$ cat config.mk
export PLATFORM = sky130hd
export DESIGN_NAME = ex_mem_skid_reg
export DESIGN_NICKNAME = d
export VERILOG_FILES = /design/src/rtl/ex_mem_skid_reg.sv
export SDC_FILE = /design/constraint.sdc
export NUM_CORES = 1
export LEC_CHECK = 0
export BUFFER_PORTS_ARGS = -buffer_cell sky130_fd_sc_hd__buf_4
export CAP_MARGIN = 30
export CORE_MARGIN = 2
export CORE_UTILIZATION = 49
export DETAILED_ROUTE_END_ITERATION = 8
export PLACE_DENSITY = 0.77
export REMOVE_ABC_BUFFERS = 1
export SYNTH_ARGS = -nofsm -noshare
export SYNTH_HDL_FRONTEND = slang
export SYNTH_SLANG_ARGS = --single-unit
$ cat constraint.sdc
create_clock -name clk_i -period 1.6 [get_ports clk_i]
set_input_delay 0.16 -clock clk_i [delete_from_list [all_inputs] [get_ports clk_i]]
set_output_delay 0.16 -clock clk_i [all_outputs]
set_load 0.005 [all_outputs]
$ cat src/rtl/ex_mem_skid_reg.sv
// ex_mem_skid_reg
// EX->MEM pipeline register with a valid/ready handshake. A two-entry
// skid buffer (main entry M, skid entry S) lets ready_oe come straight
// from a flop. A flush kills held beats on a taken branch or jump. A
// saturating counter measures cycles in which MEM back-pressures a
// valid beat.
//
// Ports
//   clk_i, reset_ni           clock, asynchronous active-low reset
//   valid_ie / ready_oe       EX-side handshake
//   valid_om / ready_im       MEM-side handshake
//   flush_i                   kill held and incoming beats
//   *_ie / *_om               execute-stage payload in / out
//   stall_cnt_o               cycles with valid_om high and ready_im low
module ex_mem_skid_reg #(
    parameter int WIDTH  = 32,
    parameter int REG_AW = 5,
    parameter int CNT_W  = 16
) (
    input  logic              clk_i,
    input  logic              reset_ni,
    input  logic              valid_ie,
    output logic              ready_oe,
    output logic              valid_om,
    input  logic              ready_im,
    input  logic              flush_i,
    input  logic              zero_ie,
    output logic              zero_om,
    input  logic [WIDTH-1:0]  alu_out_ie,
    output logic [WIDTH-1:0]  alu_out_om,
    input  logic [WIDTH-1:0]  write_data_ie,
    output logic [WIDTH-1:0]  write_data_om,
    input  logic [REG_AW-1:0] dst_reg_addr_ie,
    output logic [REG_AW-1:0] dst_reg_addr_om,
    input  logic [WIDTH-1:0]  pc_branch_ie,
    output logic [WIDTH-1:0]  pc_branch_om,
    input  logic              enable_wreg_ie,
    output logic              enable_wreg_om,
    input  logic              mem_to_reg_ie,
    output logic              mem_to_reg_om,
    input  logic              enable_wmem_ie,
    output logic              enable_wmem_om,
    input  logic              branch_ie,
    output logic              branch_om,
    input  logic              pc_j_ie,
    output logic              pc_j_om,
    output logic [CNT_W-1:0]  stall_cnt_o
);

    // Data fields keep their value when invalid; control fields must read 0.
    localparam int DW = 3 * WIDTH + REG_AW;
    localparam int CW = 6;

    logic [DW-1:0]    r_m_data;
    logic [CW-1:0]    r_m_ctrl;
    logic             r_m_valid;
    logic [DW-1:0]    r_s_data;
    logic [CW-1:0]    r_s_ctrl;
    logic             r_s_valid;
    logic             r_ready;
    logic [CNT_W-1:0] r_stall_cnt;

    logic [DW-1:0]    w_in_data;
    logic [CW-1:0]    w_in_ctrl;
    logic             w_accept;
    logic             w_drain;
    logic [DW-1:0]    w_m_data_n;
    logic [CW-1:0]    w_m_ctrl_n;
    logic             w_m_valid_n;
    logic [DW-1:0]    w_s_data_n;
    logic [CW-1:0]    w_s_ctrl_n;
    logic             w_s_valid_n;
    logic [CNT_W-1:0] w_stall_cnt_n;

    assign w_in_data = {alu_out_ie, write_data_ie, dst_reg_addr_ie, pc_branch_ie};
    assign w_in_ctrl = {zero_ie, enable_wreg_ie, mem_to_reg_ie, enable_wmem_ie, branch_ie, pc_j_ie};
    assign w_accept  = valid_ie & r_ready;
    assign w_drain   = r_m_valid & ready_im;

    // Next-state of the two entries: occupancy transitions and flush.
    always_comb begin
        w_m_data_n  = r_m_data;
        w_m_ctrl_n  = r_m_ctrl;
        w_m_valid_n = r_m_valid;
        w_s_data_n  = r_s_data;
        w_s_ctrl_n  = r_s_ctrl;
        w_s_valid_n = r_s_valid;
        if (flush_i) begin
            // Any same-cycle drain already happened on the MEM side; an
            // incoming beat is simply not captured.
            w_m_valid_n = 1'b0;
            w_s_valid_n = 1'b0;
            w_m_ctrl_n  = {CW{1'b0}};
            w_s_ctrl_n  = {CW{1'b0}};
        end else begin
            case ({r_m_valid, r_s_valid})
                2'b00: begin
                    if (w_accept) begin
                        w_m_data_n  = w_in_data;
                        w_m_ctrl_n  = w_in_ctrl;
                        w_m_valid_n = 1'b1;
                    end else begin
                        w_m_valid_n = 1'b0;
                    end
                end
                2'b10: begin
                    if (w_accept && !w_drain) begin
                        w_s_data_n  = w_in_data;
                        w_s_ctrl_n  = w_in_ctrl;
                        w_s_valid_n = 1'b1;
                    end else if (w_accept && w_drain) begin
                        w_m_data_n  = w_in_data;
                        w_m_ctrl_n  = w_in_ctrl;
                    end else if (w_drain) begin
                        w_m_valid_n = 1'b0;
                        w_m_ctrl_n  = {CW{1'b0}};
                    end else begin
                        w_m_valid_n = 1'b1;
                    end
                end
                2'b11: begin
                    // ready_oe is low here, so no accept can coincide.
                    if (w_drain) begin
                        w_m_data_n  = r_s_data;
                        w_m_ctrl_n  = r_s_ctrl;
                        w_s_valid_n = 1'b0;
                        w_s_ctrl_n  = {CW{1'b0}};
                    end else begin
                        w_s_valid_n = 1'b1;
                    end
                end
                default: begin
                    // S valid without M is unreachable; recover to EMPTY.
                    w_m_valid_n = 1'b0;
                    w_s_valid_n = 1'b0;
                    w_m_ctrl_n  = {CW{1'b0}};
                    w_s_ctrl_n  = {CW{1'b0}};
                end
            endcase
        end
    end

    // Stall counter next value, saturating at all-ones.
    always_comb begin
        w_stall_cnt_n = r_stall_cnt;
        if (r_m_valid && !ready_im && (r_stall_cnt != {CNT_W{1'b1}})) begin
            w_stall_cnt_n = r_stall_cnt + {{(CNT_W-1){1'b0}}, 1'b1};
        end else begin
            w_stall_cnt_n = r_stall_cnt;
        end
    end

    // State registers; ready is registered as the inverse of next S.valid.
    always_ff @(posedge clk_i or negedge reset_ni) begin
        if (!reset_ni) begin
            r_m_data    <= {DW{1'b0}};
            r_m_ctrl    <= {CW{1'b0}};
            r_m_valid   <= 1'b0;
            r_s_data    <= {DW{1'b0}};
            r_s_ctrl    <= {CW{1'b0}};
            r_s_valid   <= 1'b0;
            r_ready     <= 1'b1;
            r_stall_cnt <= {CNT_W{1'b0}};
        end else begin
            r_m_data    <= w_m_data_n;
            r_m_ctrl    <= w_m_ctrl_n;
            r_m_valid   <= w_m_valid_n;
            r_s_data    <= w_s_data_n;
            r_s_ctrl    <= w_s_ctrl_n;
            r_s_valid   <= w_s_valid_n;
            r_ready     <= !w_s_valid_n;
            r_stall_cnt <= w_stall_cnt_n;
        end
    end

    assign ready_oe        = r_ready;
    assign valid_om        = r_m_valid;
    assign alu_out_om      = r_m_data[DW-1 -: WIDTH];
    assign write_data_om   = r_m_data[DW-WIDTH-1 -: WIDTH];
    assign dst_reg_addr_om = r_m_data[WIDTH+REG_AW-1 -: REG_AW];
    assign pc_branch_om    = r_m_data[WIDTH-1:0];
    assign zero_om         = r_m_ctrl[5];
    assign enable_wreg_om  = r_m_ctrl[4];
    assign mem_to_reg_om   = r_m_ctrl[3];
    assign enable_wmem_om  = r_m_ctrl[2];
    assign branch_om       = r_m_ctrl[1];
    assign pc_j_om         = r_m_ctrl[0];
    assign stall_cnt_o     = r_stall_cnt;

endmodule

**Yosys cells after proc, flatten, opt, wreduce, memory -nomap -nowiden**

Cells that the tools add are included.

- Logic and storage cells: 65
- Register bits after elaboration: 233
- Input bits: 112
- Output and inout bits: 125

- Reductions and logical operators: 14
- Mux-type cells: 24
- Eq/ne operators: 15
- $add $sub $neg: 1
- Bitwise gates (word level): 3

Operator list:

| operator | number |
|---|---|
| 101-bit two-way mux | 4 |
| 101-bit case mux with 3 select lines | 1 |
| 6-bit two-way mux | 8 |
| 6-bit case mux with 3 select lines | 2 |
| 16-bit by 1-bit adder with 16-bit output, second input constant | 1 |
| 16-bit != test, second input constant | 1 |
| 3-bit != test, second input constant | 5 |
| 2-bit != test, second input constant | 6 |
| 3-bit AND reduction | 3 |
| 1-bit two-way mux | 7 |
| 1-bit case mux with 3 select lines | 2 |
| 6-bit AND reduction | 1 |
| 2-bit == test, second input constant | 2 |
| 1-bit logical AND | 4 |
| 4-bit != test, second input constant | 1 |
| 4-bit AND reduction | 1 |
| 1-bit logical NOT | 3 |
| 3-bit nonzero test | 1 |
| 1-bit AND | 2 |
| 2-bit logical NOT | 1 |
| 1-bit inverter | 1 |

**Depth between registers and ports, before layout**

Gate-level depths: netlist of the first run.

- Depth after elaboration: 7
- Depth in mapped cells: 7
- Mapped depth without buffers: 5

**Worst setup path after synthesis of the first run**

Ideal clock, no wire load.

- Kind: reg-to-reg
- From: register r_s_valid
- To: register r_s_data[10]
- Path buffers: 3
- Slack: -0.054 ns
- Data arrival time: 1.529 ns
- Setup time: 0.125 ns
- Period minus slack after synthesis: 1.654 ns
- Data required time: 1.475 ns
- Cell stages (with the launch flop): 7
- Path through: dfrtp_1 > buf_2 > nor3b_4 > nand4_1 > buf_4 > buf_6 > mux2_4

- Longest elaborated chain between the ends: 2

RTL lines:

| item | line | source |
|---|---|---|
| from (decl) | 59 | `logic r_s_valid;` |
| from (signal assigned) | 170 | `r_s_valid <= w_s_valid_n;` |
| 2-bit == test | 96 | `case ({r_m_valid, r_s_valid})` |
| 3-bit AND reduction (no source line) | n/a |  |
| to (signal assigned) | 159 | `r_s_data <= {DW{1'b0}};` |
| to (signal assigned) | 168 | `r_s_data <= w_s_data_n;` |
| to (decl) | 57 | `logic [DW-1:0] r_s_data;` |

Every way passes these cells.
A chain may end at the register's enable or synchronous reset.

**Worst setup path after layout of the first run**

- From: register r_ready, in the netlist ready_oe
- To: register r_m_data[92]

- Longest elaborated chain between the ends: 4
- Elaborated cells on any way between the ends: 7
- Classes of those cells: eq/ne (3); bitwise (1); reduce/logical (3)

RTL lines:

| item | line | source |
|---|---|---|
| from (decl) | 60 | `logic r_ready;` |
| from (signal assigned) | 171 | `r_ready <= !w_s_valid_n;` |
| 1-bit AND * | 77 | `assign w_accept = valid_ie & r_ready;` |
| 1-bit logical AND (on tied branches) | 111, 107 |  |
| 2-bit != test (no source line) | n/a |  |
| 6-bit AND reduction (no source line) * | n/a |  |
| to (signal assigned) | 156 | `r_m_data <= {DW{1'b0}};` |
| to (signal assigned) | 165 | `r_m_data <= w_m_data_n;` |
| to (decl) | 54 | `logic [DW-1:0] r_m_data;` |

Mark *: on every way between the ends. The rest lies on a longest branch, timed or not.

==> results_dict.tcl, run 1 <==
set metrics [dict create \
    clk_transition_reported_paths_ps 60 \
    rsz0062_at_grt "true" \
    rows 52 \
    initial_core_util_pct 50.0 \
    r2r_slack_ps -120 \
    setup_viol 180 \
    synth_top_family_by_area "multiplexers" \
    ys_ff_latch 233 \
    gr-usage-met3_pct 4.32 \
    synth_cell_types 39 \
    cts_buffers 24 \
    place_inst 1419 \
    hold_depth 4 \
    relSlewSlack_pct 62.7 \
    fin_nets 1425 \
    drt-pass1-iter-count 5 \
    min_to "valid_om$_DFFE_PN0P_" \
    root_buffer "clkbuf_16" \
    place_area_um2 12800 \
    synth_xor_area_share_pct 1.21 \
    drtAntennaViolNets 0 \
    cts_tree "yes" \
    final_cells 1596 \
    status "finished, violations left" \
    reg2reg_from "ready_oe$_DFF_PN1_" \
    timing.final.crit_share_pct 108 \
    hp-start "ready_im" \
    r2r-end "r_m_data[92]$_DFFE_PN0P_" \
    die_h_um 148 \
    hpwl_um 16900 \
    wirelength_um 29800 \
    hold_path_class "input port to flip-flop" \
    drt_iter0_markers 491 \
    grt-busiest-layer "met2" \
    ys_seq_area_share_pct 57.5 \
    finalHoldViolCount 0 \
    drc_errors 0 \
    use_met2_pct 42.8 \
    critPathKind "flip-flop to flip-flop" \
    vias_per_cell 5.41 \
    fp.dieW_um 148 \
    grt_pass1_vias 8621 \
    grt_start_max_net_pins 63 \
    synthSimpleGateAreaFrac_pct 14.0 \
    grt_util_met1_pct 32.8 \
    synthAdderAreaFrac_pct 0.123 \
    wl_per_cell_um 18.6 \
    io_buffers 236 \
    die_area_um2 21900 \
    place_congestion 0.850 \
    crit_arrival_ps 2130 \
    period_needed_ps 1720 \
    maxSlewViolCount 0 \
    antennaDiodeCount 0 \
    drv_cap 0 \
    grt_usage_pct 25.0 \
    fmaxAchievable_mhz 581 \
    worst_clock_skew_ps 10.9 \
    ys_warn_count 0 \
    htreeDepth 1 \
    dp_worst_setup_slack_ps -109 \
    r2r_cells 7 \
    end_kind "flip-flop" \
    worstPathRequired_ps 2010 \
    cp-start-kind "flip-flop" \
    clk_latency_ps 510 \
    tightest_slew_ps 560 \
    grt_pass1_wl_um 44400 \
    synthMuxAreaShare_pct 15.2 \
    cp_max_fo 12 \
    fin_ws_ps -121 \
    antenna_found_initial 0 \
    via_count 8632 \
    drive_gt1_share_pct 37.1 \
    fin_area_um2 15200 \
    io-pin-count 237 \
    core_area_um2 20300 \
    power_leakage_nw 7.40 \
    syn2layout_area_growth_pct 50.3 \
    syn-cell-area_um2 10100 \
    synth_compound_area_share_pct 8.29 \
    cts_sinks 233 \
    syn_area_per_cell_um2 11.2 \
    cts_buffer_depth 3 \
    synth_cells 905 \
    powerDensity_nw_per_um2 1130 \
    max-vdd-ir-drop_mv 0.734 \
    failed_checks "setup timing" \
    grt_overflow_total 0 \
]
[metrics by stage]
step | util (%) | setup TNS (ps) | total power [mW] | hold slack (ps)
2_1_floorplan | - | -1241400 | 9.74 | -136
3_3_place_gp | 62.9 | -6010 | 11.4 | 163
3_5_place_dp | 62.9 | -10850 | 11.5 | 166
4_1_cts | 72.4 | -12490 | 17.1 | 47.0
5_1_grt | 75.1 | -21390 | 18.0 | 88.5
6_report | 75.1 | -6880 | 17.3 | 61.4
[layout make-up]
| cell class | instances | area [um2] |
|---|---|---|
| sequential | 233 | 5830 |
| fill | 1258 | 5050 |
| timing repair buffer | 440 | 4260 |
| multi-input combinational | 604 | 4050 |
| clock buffer | 37 | 711 |
| tap | 270 | 338 |
| inverter | 9 | 33.8 |
| clock inverter | 3 | 21.3 |
[routing by layer]
layer,routed length [um],part of all wire [%]
met5,0,0
met4,792,2.7
met3,1980,6.6
met2,15100,51
met1,11900,40
[cells by family after synthesis]
kind of cell,after synthesis
and+or+nand+nor,351
DFF,233
AOI/OAI and AO/OA,130
muxes,108
buffers and inverters,68
xor gates and xnor gates,14
adders and majority gates,1
[critical path, cell delays in order (launching register included)]
cell and delay, ps:
dfstp_2 570, nand3b_4 100, a211oi_4 210, buf_6 160, clkbuf_16 180, buf_12 140, nor2_1 50, a31oi_1 220
[cells in the mapped netlist]
library cell	n	area (um2)
nor3b_1	1	7.51
a211oi_1	3	22.5
nor4_1	2	12.5
ha_1	1	12.5
buf_1	1	3.75
buf_2	27	135
xnor2_1	2	17.5
and3_1	2	12.5
and2b_1	1	7.51
nand3b_4	1	20.0
nand2b_1	3	18.8
o21ai_0	2	10.0
nor3_4	1	16.3
o2bb2ai_1	6	52.6
mux2_1	1	11.3
buf_6	9	101
and2_1	3	18.8
nand4_1	6	37.5
clkbuf_1	20	75.1
dfrtp_1	232	5810
nor2_1	106	398
buf_4	2	15.0
a22oi_1	6	45.0
mux2i_1	6	60.1
a21oi_1	9	45.0
and4b_1	1	10.0
nor3b_4	1	18.8
or3_1	1	6.26
a31oi_1	101	632
a211oi_2	2	25.0
mux2_2	11	124
nand2_1	216	811
nor3_1	2	10.0
o2111ai_1	1	8.76
inv_1	9	33.8
xor2_1	12	105
nand3_1	4	20.0
mux2_4	90	1350
dfstp_2	1	26.3
[how the worst max path moves through the flow]
stage / from / end / slack (ps) / cells after the start
2_1_floorplan: valid_om$_DFFE_PN0P_ / r_m_data[0]$_DFFE_PN0P_ / -7010 / 3
3_3_place_gp: valid_om$_DFFE_PN0P_ / r_s_data[54]$_DFFE_PN0P_ / -90 / 5
3_5_place_dp: valid_om$_DFFE_PN0P_ / r_s_data[48]$_DFFE_PN0P_ / -110 / 5
4_1_cts: r_s_valid$_DFF_PN0_ / r_s_data[40]$_DFFE_PN0P_ / -110 / 5
5_1_grt: ready_oe$_DFF_PN1_ / r_m_data[20]$_DFFE_PN0P_ / -160 / 7
6_report: ready_oe$_DFF_PN1_ / r_m_data[92]$_DFFE_PN0P_ / -120 / 7
[cell usage in the layout (no fill, tap or decap), drive strengths merged, types with 3 or more instances in the layout]
cell type / instances
a211oi: 5
a21oi: 9
a22oi: 6
a31oi: 101
and2: 3
buf: 317
clkbuf: 51
dfrtp: 232
dlygate4sd3: 109
inv: 9
mux2: 102
mux2i: 6
nand2: 216
nand2b: 3
nand3: 4
nand4: 6
nor2: 106
nor3: 3
o2bb2ai: 6
xor2: 12
[sequential cells by signal, indices dropped and copies added (netlist names)]
register     flops
r_s_valid        1
ready_oe         1
r_s_ctrl         6
r_m_data       101
valid_om         1
r_s_data       101
r_m_ctrl         6
stall_cnt_o     16
[where the power goes]
group / internal [mW] / leakage, nW / switching, mW
clock network: 3.04 / 0.354 / 2.26
registers: 7.15 / 2.73 / 0.838
logic: 2.55 / 4.31 / 1.47
[timing repair]
item,4_1_cts,5_1_grt
setup buffers,5,9
resized for setup,9,44
hold buffers,109,0
cloned,1,15
hold endpoints to repair,268,0
pin swaps,2,6
endpoints found under the setup margin,188,210
Note: power is estimated with default switching activity, not from simulation.
==> run 2: changes to the inputs <==
--- a/config.mk
+++ b/config.mk
@@ -11,7 +11,6 @@
 export CORE_UTILIZATION = 49
 export DETAILED_ROUTE_END_ITERATION = 8
 export PLACE_DENSITY = 0.77
-export REMOVE_ABC_BUFFERS = 1
 export SYNTH_ARGS = -nofsm -noshare
 export SYNTH_HDL_FRONTEND = slang
 export SYNTH_SLANG_ARGS = --single-unit
==> run 2 against run 1 <==
The flow still finishes with violations (setup timing); register-to-register slack improved by 40 ps; first-iteration DRC count increased by 13%; clock-buffer cell count unchanged; largest cell class unchanged; highest routed layer unchanged; global-route usage increased by 1.6 points; non-clock buffer count decreased by 5; clock power increased by 21%; setup slack improved by 39 ps; via count increased by 2.5%; cell area increased by 2.8%; power increased by 8.4%; die area unchanged; sequential share of layout area decreased by 1.0 points.
==> results_dict.tcl, run 2 (synthesis results as in run 1) <==
set metrics [dict create \
    status "finished, violations left" \
    failed_checks "setup timing" \
    initial_core_util_pct 50.0 \
    wl_per_cell_um 20.3 \
    antenna_found_initial 2 \
    hold_path_class "input port to flip-flop" \
    finalHoldViolCount 0 \
    hpwl_um 17100 \
    maxSlewViolCount 0 \
    cts_tree "yes" \
    grt_start_max_net_pins 102 \
    cp-start-kind "flip-flop" \
    io_buffers 236 \
    drt-pass1-iter-count 5 \
    timing.final.crit_share_pct 105 \
    crit_arrival_ps 2110 \
    layout_commonest_cell "buf_4" \
    grt_usage_pct 26.6 \
    num-fill-cells 1183 \
    cts_sinks 233 \
    htreeDepth 1 \
    clk_transition_reported_paths_ps 60 \
    place_inst 1415 \
    grt_overflow_total 0 \
    cp_max_fo 8 \
    highest_layer "met4" \
    drtAntennaViolNets 0 \
    rsz0062_at_grt "true" \
    dr_wl_met3_um 1830 \
    drc_errors 0 \
    tightest_slew_ps 622 \
    relSlewSlack_pct 58.5 \
    grt_pass1_vias 9068 \
    powerDensity_nw_per_um2 1200 \
    period_needed_ps 1680 \
    worstPathRequired_ps 2030 \
    worst_clock_skew_ps 16.4 \
    power_leakage_nw 7.43 \
    wirelength_um 32500 \
    layout_common_cells "279 x buf_4, 230 x dfrtp_1, 215 x nand2_1, 109 x dlygate4sd3_1" \
    die_h_um 148 \
    final_cells 1599 \
    rows 52 \
    max-vdd-ir-drop_mv 0.924 \
    routed-wl-met2_um 17100 \
    dp_worst_setup_slack_ps -73.1 \
    place_congestion 0.863 \
    setup_viol 130 \
    grt_pass1_wl_um 46900 \
    io-pin-count 237 \
    core_area_um2 20300 \
    via_count 8850 \
    wl_met1_um 12400 \
    cts_buffers 26 \
    die_area_um2 21900 \
    fin_util_pct 77.2 \
    fin_nets 1422 \
    fin_ws_ps -82.2 \
    cts_buffer_depth 3 \
    critPathKind "flip-flop to flip-flop" \
    drt_iter0_markers 555 \
    fmaxAchievable_mhz 594 \
    clk_latency_ps 520 \
    root_buffer "clkbuf_16" \
    vias_per_cell 5.53 \
    fp.dieW_um 148 \
    drive_gt1_share_pct 41.4 \
    syn2layout_area_growth_pct 54.5 \
    end_kind "flip-flop" \
    fin_setup_tns_ps -4210 \
    drv_cap 0 \
    synth_nets 1018 \
]
==> run 2: changes by cell type in the layout (fill, tap and decap cells not counted), sizes merged <==
| cell | change |
|---|---|
| diode | +2 |
| clkinvlp | +2 |
| buf | -4 |
| clkbuf | -1 |
| bufinv | +4 |
==> run 2: what timing repair did <==
item	in CTS	in global routing
endpoints found under the hold margin	422	0
pin swaps	1	5
buffers inserted	4	9
endpoints found under the setup margin	152	212
gates cloned	3	14
resized for setup	19	106
hold buffers	109	0
==> run 2: final timing paths <==
kind	start	endpoint	slack, ps	cells after the start
max in group asynchronous	reset_ni	ready_oe$_DFF_PN1_	740	3
worst max-delay path	ready_oe$_DFF_PN1_	r_m_data[66]$_DFFE_PN0P_	-80	7
worst max register to register	ready_oe$_DFF_PN1_	r_m_data[66]$_DFFE_PN0P_	-80	7
min in group asynchronous	reset_ni	r_s_data[74]$_DFFE_PN0P_	150	2
worst min register to register	stall_cnt_o[7]$_DFFE_PN0P_	stall_cnt_o[7]$_DFFE_PN0P_	500	1
worst min-delay path	ready_im	valid_om$_DFFE_PN0P_	30	4
==> run 2: final cells by class <==
| class | instances | area, um2 | area share (%) |
|---|---|---|---|
| Sequential cell | 233 | 5830 | 37.2 |
| Multi-Input combinational cell | 604 | 4390 | 28.0 |
| Timing Repair Buffer | 435 | 4140 | 26.4 |
| Clock buffer | 37 | 773 | 4.93 |
| Tap cell | 270 | 338 | 2.16 |
| Clock inverter | 9 | 153 | 0.974 |
| Inverter | 9 | 33.8 | 0.216 |
| Antenna cell | 2 | 5.00 | 0.0319 |
==> run 2: routing by layer <==
metal | GRT usage, % | up-vias
li1 | - | 3917
met2 | 46.3 | 384
met3 | 4.07 | 88
met1 | 33.1 | 4461
met4 | 11.3 | 0
met5 | 0 | -
==> run 2: critical path, stage by stage, from the launching register on <==
cell	delay (ps)
dfstp_2	550
nand3b_4	90
a211oi_4	230
buf_6	160
buf_12	160
clkbuf_16	180
nor2_2	30
a31oi_1	180
==> run 2: power breakdown <==
group	leakage (nW)	switching (mW)	internal [mW]
Combinational	4.26	1.62	2.68
Sequential	2.73	0.919	7.15
Clock	0.445	2.40	3.99
Total	7.43	4.94	13.8
==> run 2: stage by stage <==
step	hold WS (ps)	area [um2]	total power [mW]
finish	28.4	15700	18.8
detailed placement	113	12600	11.5
global placement	115	12600	11.3
CTS	18.5	14800	18.2
floorplan	-136	10200	9.66
global route	82.5	15700	19.5
